**config.mk**
```make
export PLATFORM = sky130hd
export DESIGN_NAME = timer_int_ctrl
export DESIGN_NICKNAME = d
export VERILOG_FILES = /design/src/rtl/timer_int_ctrl.sv
export SDC_FILE = /design/constraint.sdc
export NUM_CORES = 1
export LEC_CHECK = 0
export ABC_AREA = 1
export CELL_PAD_IN_SITES_DETAIL_PLACEMENT = 1
export CELL_PAD_IN_SITES_GLOBAL_PLACEMENT = 1
export CORE_ASPECT_RATIO = 1.25
export CORE_MARGIN = 8
export CORE_UTILIZATION = 15
export DETAILED_ROUTE_END_ITERATION = 6
export PLACE_DENSITY_LB_ADDON = 0.1
export SYNTH_ARGS = -nofsm -noshare
export SYNTH_HDL_FRONTEND = slang
export SYNTH_SLANG_ARGS = --single-unit
export TNS_END_PERCENT = 20
```
**constraint.sdc**
```tcl
create_clock -name sys_clk -period 1.1 [get_ports sys_clk]
set_input_delay 0.11 -clock sys_clk [delete_from_list [all_inputs] [get_ports sys_clk]]
set_output_delay 0.11 -clock sys_clk [all_outputs]
set_load 0.02 [all_outputs]
```
**src/rtl/timer_int_ctrl.sv**
```systemverilog
// timer_int_ctrl
//   Sits between the timer counter and the register block. Compares the live
//   count with the compare value, keeps the sticky interrupt status, gates it
//   with the enable onto tim_int, and runs the debug-halt handshake that
//   freezes the counter. All register storage lives upstream; this block only
//   holds the status bit, the match history and the halt state.
//
// Parameters
//   CNT_W     width of count and compare values
//   CMP_PIPE  0: match decided on current cnt_val, 1: one extra register stage
//
// Ports
//   sys_clk      in   system clock, rising edge
//   sys_rst_n    in   synchronous reset, active low
//   cnt_val      in   current counter value
//   cmp_val      in   compare value
//   int_en       in   interrupt enable
//   tisr_wr      in   one-cycle pulse, bus write to status register accepted
//   tisr_wdata0  in   bit0 of that write (write-1-to-clear)
//   halt_req     in   halt request from control register
//   dbg_mode     in   system debug mode
//   int_st       out  sticky compare status
//   tim_int      out  interrupt to system, int_st & int_en
//   halt_ack     out  halt acknowledge readback
//   cnt_halt     out  tells the counter to hold its count

module timer_int_ctrl #(
  parameter int CNT_W    = 64,
  parameter int CMP_PIPE = 0
) (
  input  logic             sys_clk,
  input  logic             sys_rst_n,
  input  logic [CNT_W-1:0] cnt_val,
  input  logic [CNT_W-1:0] cmp_val,
  input  logic             int_en,
  input  logic             tisr_wr,
  input  logic             tisr_wdata0,
  input  logic             halt_req,
  input  logic             dbg_mode,
  output logic             int_st,
  output logic             tim_int,
  output logic             halt_ack,
  output logic             cnt_halt
);

  typedef enum logic {
    RUN    = 1'b0,
    HALTED = 1'b1
  } halt_state_t;

  halt_state_t state, state_next;

  logic match;
  logic match_use;
  logic match_d;
  logic set_ev;

  assign match = (cnt_val == cmp_val);

  // Optional register stage on the raw comparison, for timing closure on
  // wide counters. Everything downstream sees match_use.
  generate
    if (CMP_PIPE != 0) begin : g_cmp_pipe
      logic match_q;

      always_ff @(posedge sys_clk) begin
        if (!sys_rst_n) begin
          match_q <= 1'b0;
        end else begin
          match_q <= match;
        end
      end

      assign match_use = match_q;
    end else begin : g_cmp_direct
      assign match_use = match;
    end
  endgenerate

  // Status is set on the rising edge of the match only, so a counter frozen on
  // the compare value does not re-raise the status after software clears it.
  assign set_ev = match_use & ~match_d;

  // Set has priority over a simultaneous write-1-to-clear so no event is lost.
  always_ff @(posedge sys_clk) begin
    if (!sys_rst_n) begin
      match_d <= 1'b0;
      int_st  <= 1'b0;
    end else begin
      match_d <= match_use;
      if (set_ev) begin
        int_st <= 1'b1;
      end else if (tisr_wr && tisr_wdata0) begin
        int_st <= 1'b0;
      end
    end
  end

  assign tim_int = int_st & int_en;

  // Halt handshake state register.
  always_ff @(posedge sys_clk) begin
    if (!sys_rst_n) begin
      state <= RUN;
    end else begin
      state <= state_next;
    end
  end

  // Halting needs both the request and debug mode; dropping either releases.
  always_comb begin
    state_next = state;
    case (state)
      RUN:    if (halt_req && dbg_mode) state_next = HALTED;
      HALTED: if (!halt_req || !dbg_mode) state_next = RUN;
      default: state_next = RUN;
    endcase
  end

  // Handshake outputs decoded purely from the registered state.
  always_comb begin
    halt_ack = 1'b0;
    cnt_halt = 1'b0;
    if (state == HALTED) begin
      halt_ack = 1'b1;
      cnt_halt = 1'b1;
    end
  end

endmodule

```
# After elaboration in Yosys (flattened, before gate mapping)
# Index checks and enable logic that the tools add are counted.
# op_classes
n_addsub,0
mul,0
div_mod_pow,0
magnitude_cmp,0
n_eq_ne,1
shifts,0
n_mux,6
bitwise_logic,4
reduce_logical,6
# ops
cell,n
64-bit == test,1
1-bit two-way mux,5
1-bit bitwise AND,2
1-bit logical AND,2
1-bit zero test,2
1-bit inverter,2
1-bit case mux with 2 select lines,1
2-bit nonzero test,1
1-bit logical OR,1
# word_totals
ff_bits,3
latchBits,0
ramBits,0
romBits,0
inputBits,135
wordCells,20
memories,0

# Longest topological paths before layout
# depth
depth_word,4
mapped_depth,10
mapped_depth_nobuf,10

# Least setup slack after synthesis
# Ideal clock, no wire load.
# synth_path
path_type,in2reg
start,input port cmp_val[27]
end,register match_d
setup_time_ns,0.059
t_arrival_ns,0.746
path_slack_ns,0.295
cell_stages,8
cell_sequence,nor2_1 > nor2_1 > nor2_1 > nand2_1 > nor2_1 > nand2_1 > nor2_2 > and3_1
# synth_via
elab_chain_cells,1
# synth_rtl
item,line,rtl
"start, declared",34,"input logic [CNT_W-1:0] cmp_val,"
64-bit == test,58,assign match = (cnt_val == cmp_val);
"end signal, assigned",90,match_d <= match_use;
"end, declared",55,logic match_d;
# Every way passes these cells.
# A chain may end at the register's enable or synchronous reset.

# Final worst setup path
# layout_path
start,input port cnt_val[62]
end,register int_st
# layout_via
elab_chain_cells,3
# layout_rtl
item,line,rtl
"start, declared",33,"input logic [CNT_W-1:0] cnt_val,"
64-bit == test *,58,
1-bit bitwise AND *,82,assign set_ev = match_use & ~match_d;
1-bit two-way mux / 2-bit nonzero test (equally long branches),-,
"end signal, assigned",88,int_st <= 1'b0;
"end signal, assigned",92,int_st <= 1'b1;
"end signal, assigned",94,int_st <= 1'b0;
"end, declared",40,"output logic int_st,"
# Mark *: on every way between the ends. The rest lies on a longest branch, timed or not.

==> reports/summary.txt <==
commonest non-fill, non-tap cell in the layout: dlymetal6s2s_1
total negative slack: 0 ps
Mean Syn Cell Area: 4.35 µm²
Site Rows: 36
sequential fraction of the synthesis area: 0.0493
yosys warns: 0
Vias/cell: 3.95
CP Class: primary input to register
crit path launch type: primary input
Clock Pin Slew Worst Setup and Hold Paths: 30 ps
vias in the first global route: 2,094
switching power: 0.384 mW
DRC: 0
Place WS: -384 ps
initial drt markers: 30
mux cell area share after synthesis: 0
Simple-Gate Fraction of Synth Area: 0.508
CTS Root Cell: clkbuf_8
Final Routed Wirelength: 6430 µm
drt pass-1 iters: 4
Power Total: 1.25 mW
outcome: finished clean
power share of the sequential group: 0.089
starting density of the core: 0.155
Synth Net Count: 415
Hold WC Path Type: primary input to register
clk_skew: 0.0555 ps
largest cells by area after synthesis: nand2_1 35%, inv_1 23%, nor2_1 12%
total number of vias: 2,060
gpl congestion: 0.732
Final ANT Viol Nets: 0
Synth Area in Adders: 0
CTS sink cnt: 3
Crit Path Max Fanout: 2
CTS tree: built
Post-DP HPWL: 5810 µm
Synth Register Bits: 3
required time worst endpoint: 1260 ps
main combinational cell family by area after synthesis: simple AND/OR/NAND/NOR gates
post-synth top area share: 0.351
TritonCTS Buffers: 3
Cell variety after synth: 15
GRT Util Overall: 0.100
r2r setup slk: 480 ps
initial antenna violation count: 2
Worst-Margin Slew: 224 ps
Internal Pwr Total: 0.866 mW
setup ws final: 23.6 ps
Compound-Gate Fraction of Synth Area: 0.125
Max H-tree Level: 1
# IOs: 139
commonest cells after routing, fill and taps aside: 116 x dlymetal6s2s_1, 103 x nand2_1, 57 x inv_1
RSZ-0062 raised after global routing: true
DIE AREA: 11,300 µm²
Worst EP arrival: 1240 ps
Setup Viol. Count Final: 0
post-layout util: 0.399
Clk pwr share: 0.260
die height: 117 µm
global-route wire length before repair: 8960 µm
final hold violations: 0
number of I/O port buffers: 138
relative slew slack: 0.852
share of cells above drive strength 1: 0.111
XOR/XNOR Fraction of Synth Area: 0.0863
P_leak: 2.49 nW
Syn-to-layout area delta: 157%
nets: 561
Max clock buf depth: 2
Post-CTS Setup Inserts: 0
GRT overflow: 0
final slew viol count: 0
Max VDD drop: 0.330 mV
Die X-Extent: 96.6 µm
Tcrit/Tclk final: 0.979
leading area contributor after synthesis: nand2_1
Post-Syn Area: 1220 µm²
worst skew pair latency: 220 ps
Max Cap Viol: 0
final period demand of the worst path: 1080 ps
hold slack: 284 ps
Comb pwr share: 0.650
fillers: 1,018
largest net degree at the start of global routing: 4
Core ar.: 7840 µm²
WL/cell: 12.3 µm
Max Clk Rate: 929 MHz
element type at the critical path end: register
PwrDens: 399 nW/µm²
Post-Synthesis Cells: 280
switching part of the total: 0.307
==> power by group through the flow <==
stage / Combinational, mW / Sequential (mW) / Clock (mW)
floorplan: 0.268 / 0.115 / 0
global placement: 0.836 / 0.113 / 0
detailed placement: 0.851 / 0.113 / 0
CTS: 0.852 / 0.112 / 0.329
global route: 0.909 / 0.112 / 0.339
finish: 0.813 / 0.112 / 0.325
==> what timing repair did <==
action,4_1_cts,5_1_grt
gates resized for setup,5,169
hold buffers,0,0
setup endpoints to repair,6,3
pin swaps,0,75
==> final cells by class <==
class / instances / area [µm²] / share of cell area
sequential: 3 / 60.1 / 0.0192
inverter: 73 / 274 / 0.0875
antenna: 1 / 2.50 / 0.000799
multi-input combinational: 203 / 933 / 0.298
timing repair buffer: 142 / 1700 / 0.542
clock buffer: 4 / 45.0 / 0.0144
tap: 95 / 119 / 0.0380
==> state kept, by name, indices dropped and copies added, names as in the netlist <==
name,cells
state,1
match_d,1
int_st,1
==> logic make-up (layout without fill, tap and decap cells) <==
family          Yosys count  in the layout
buf+inv                  74            219
other cells               0              1
xor+xnor                 12             12
simple gates            161            161
flops                     3              3
compound gates           30             30
==> metal layers <==
metal	GRT usage	part of all wire	vias to the layer above
met3	0.0302	0.083	6
met5	0	0.0019	-
met4	0.0223	0.0073	2
li1	-	-	1096
met1	0.111	0.39	876
met2	0.181	0.51	80
==> cell usage after synthesis <==
library cell and n:
dfxtp_1 3, o21ai_0 17, xor2_1 1, nand2_1 114, nand3_1 3, inv_1 73
o21ai_1 10, nor2_1 40, o22ai_1 2, buf_4 1, xnor2_1 11, nor2_2 1
and3_1 2, a21oi_1 1, nand4_1 1
==> per-stage QoR <==
step / instances / area [µm²]
floorplan: 280 / 1220
detailed placement: 516 / 2740
global route: 521 / 3130
finish: 521 / 3130
CTS: 520 / 2780
global placement: 516 / 2740
==> critical path, stage by stage <==
cell	delay, ps
clkdlybuf4s50_1	470
o21ai_1	80
nor2_1	90
nand2_1	60
nor2_1	100
nand2_1	60
nor2_2	90
nand4_1	100
nand2_1	80
==> final timing paths <==
check                                  from     end  cells past startpoint
worst max-delay path            cnt_val[62]  int_st                      9
worst min-delay path              sys_rst_n   state                      3
worst max register to register       int_st  int_st                      2
worst min register to register      match_d  int_st                      3
(Power assumes the default switching activity.)
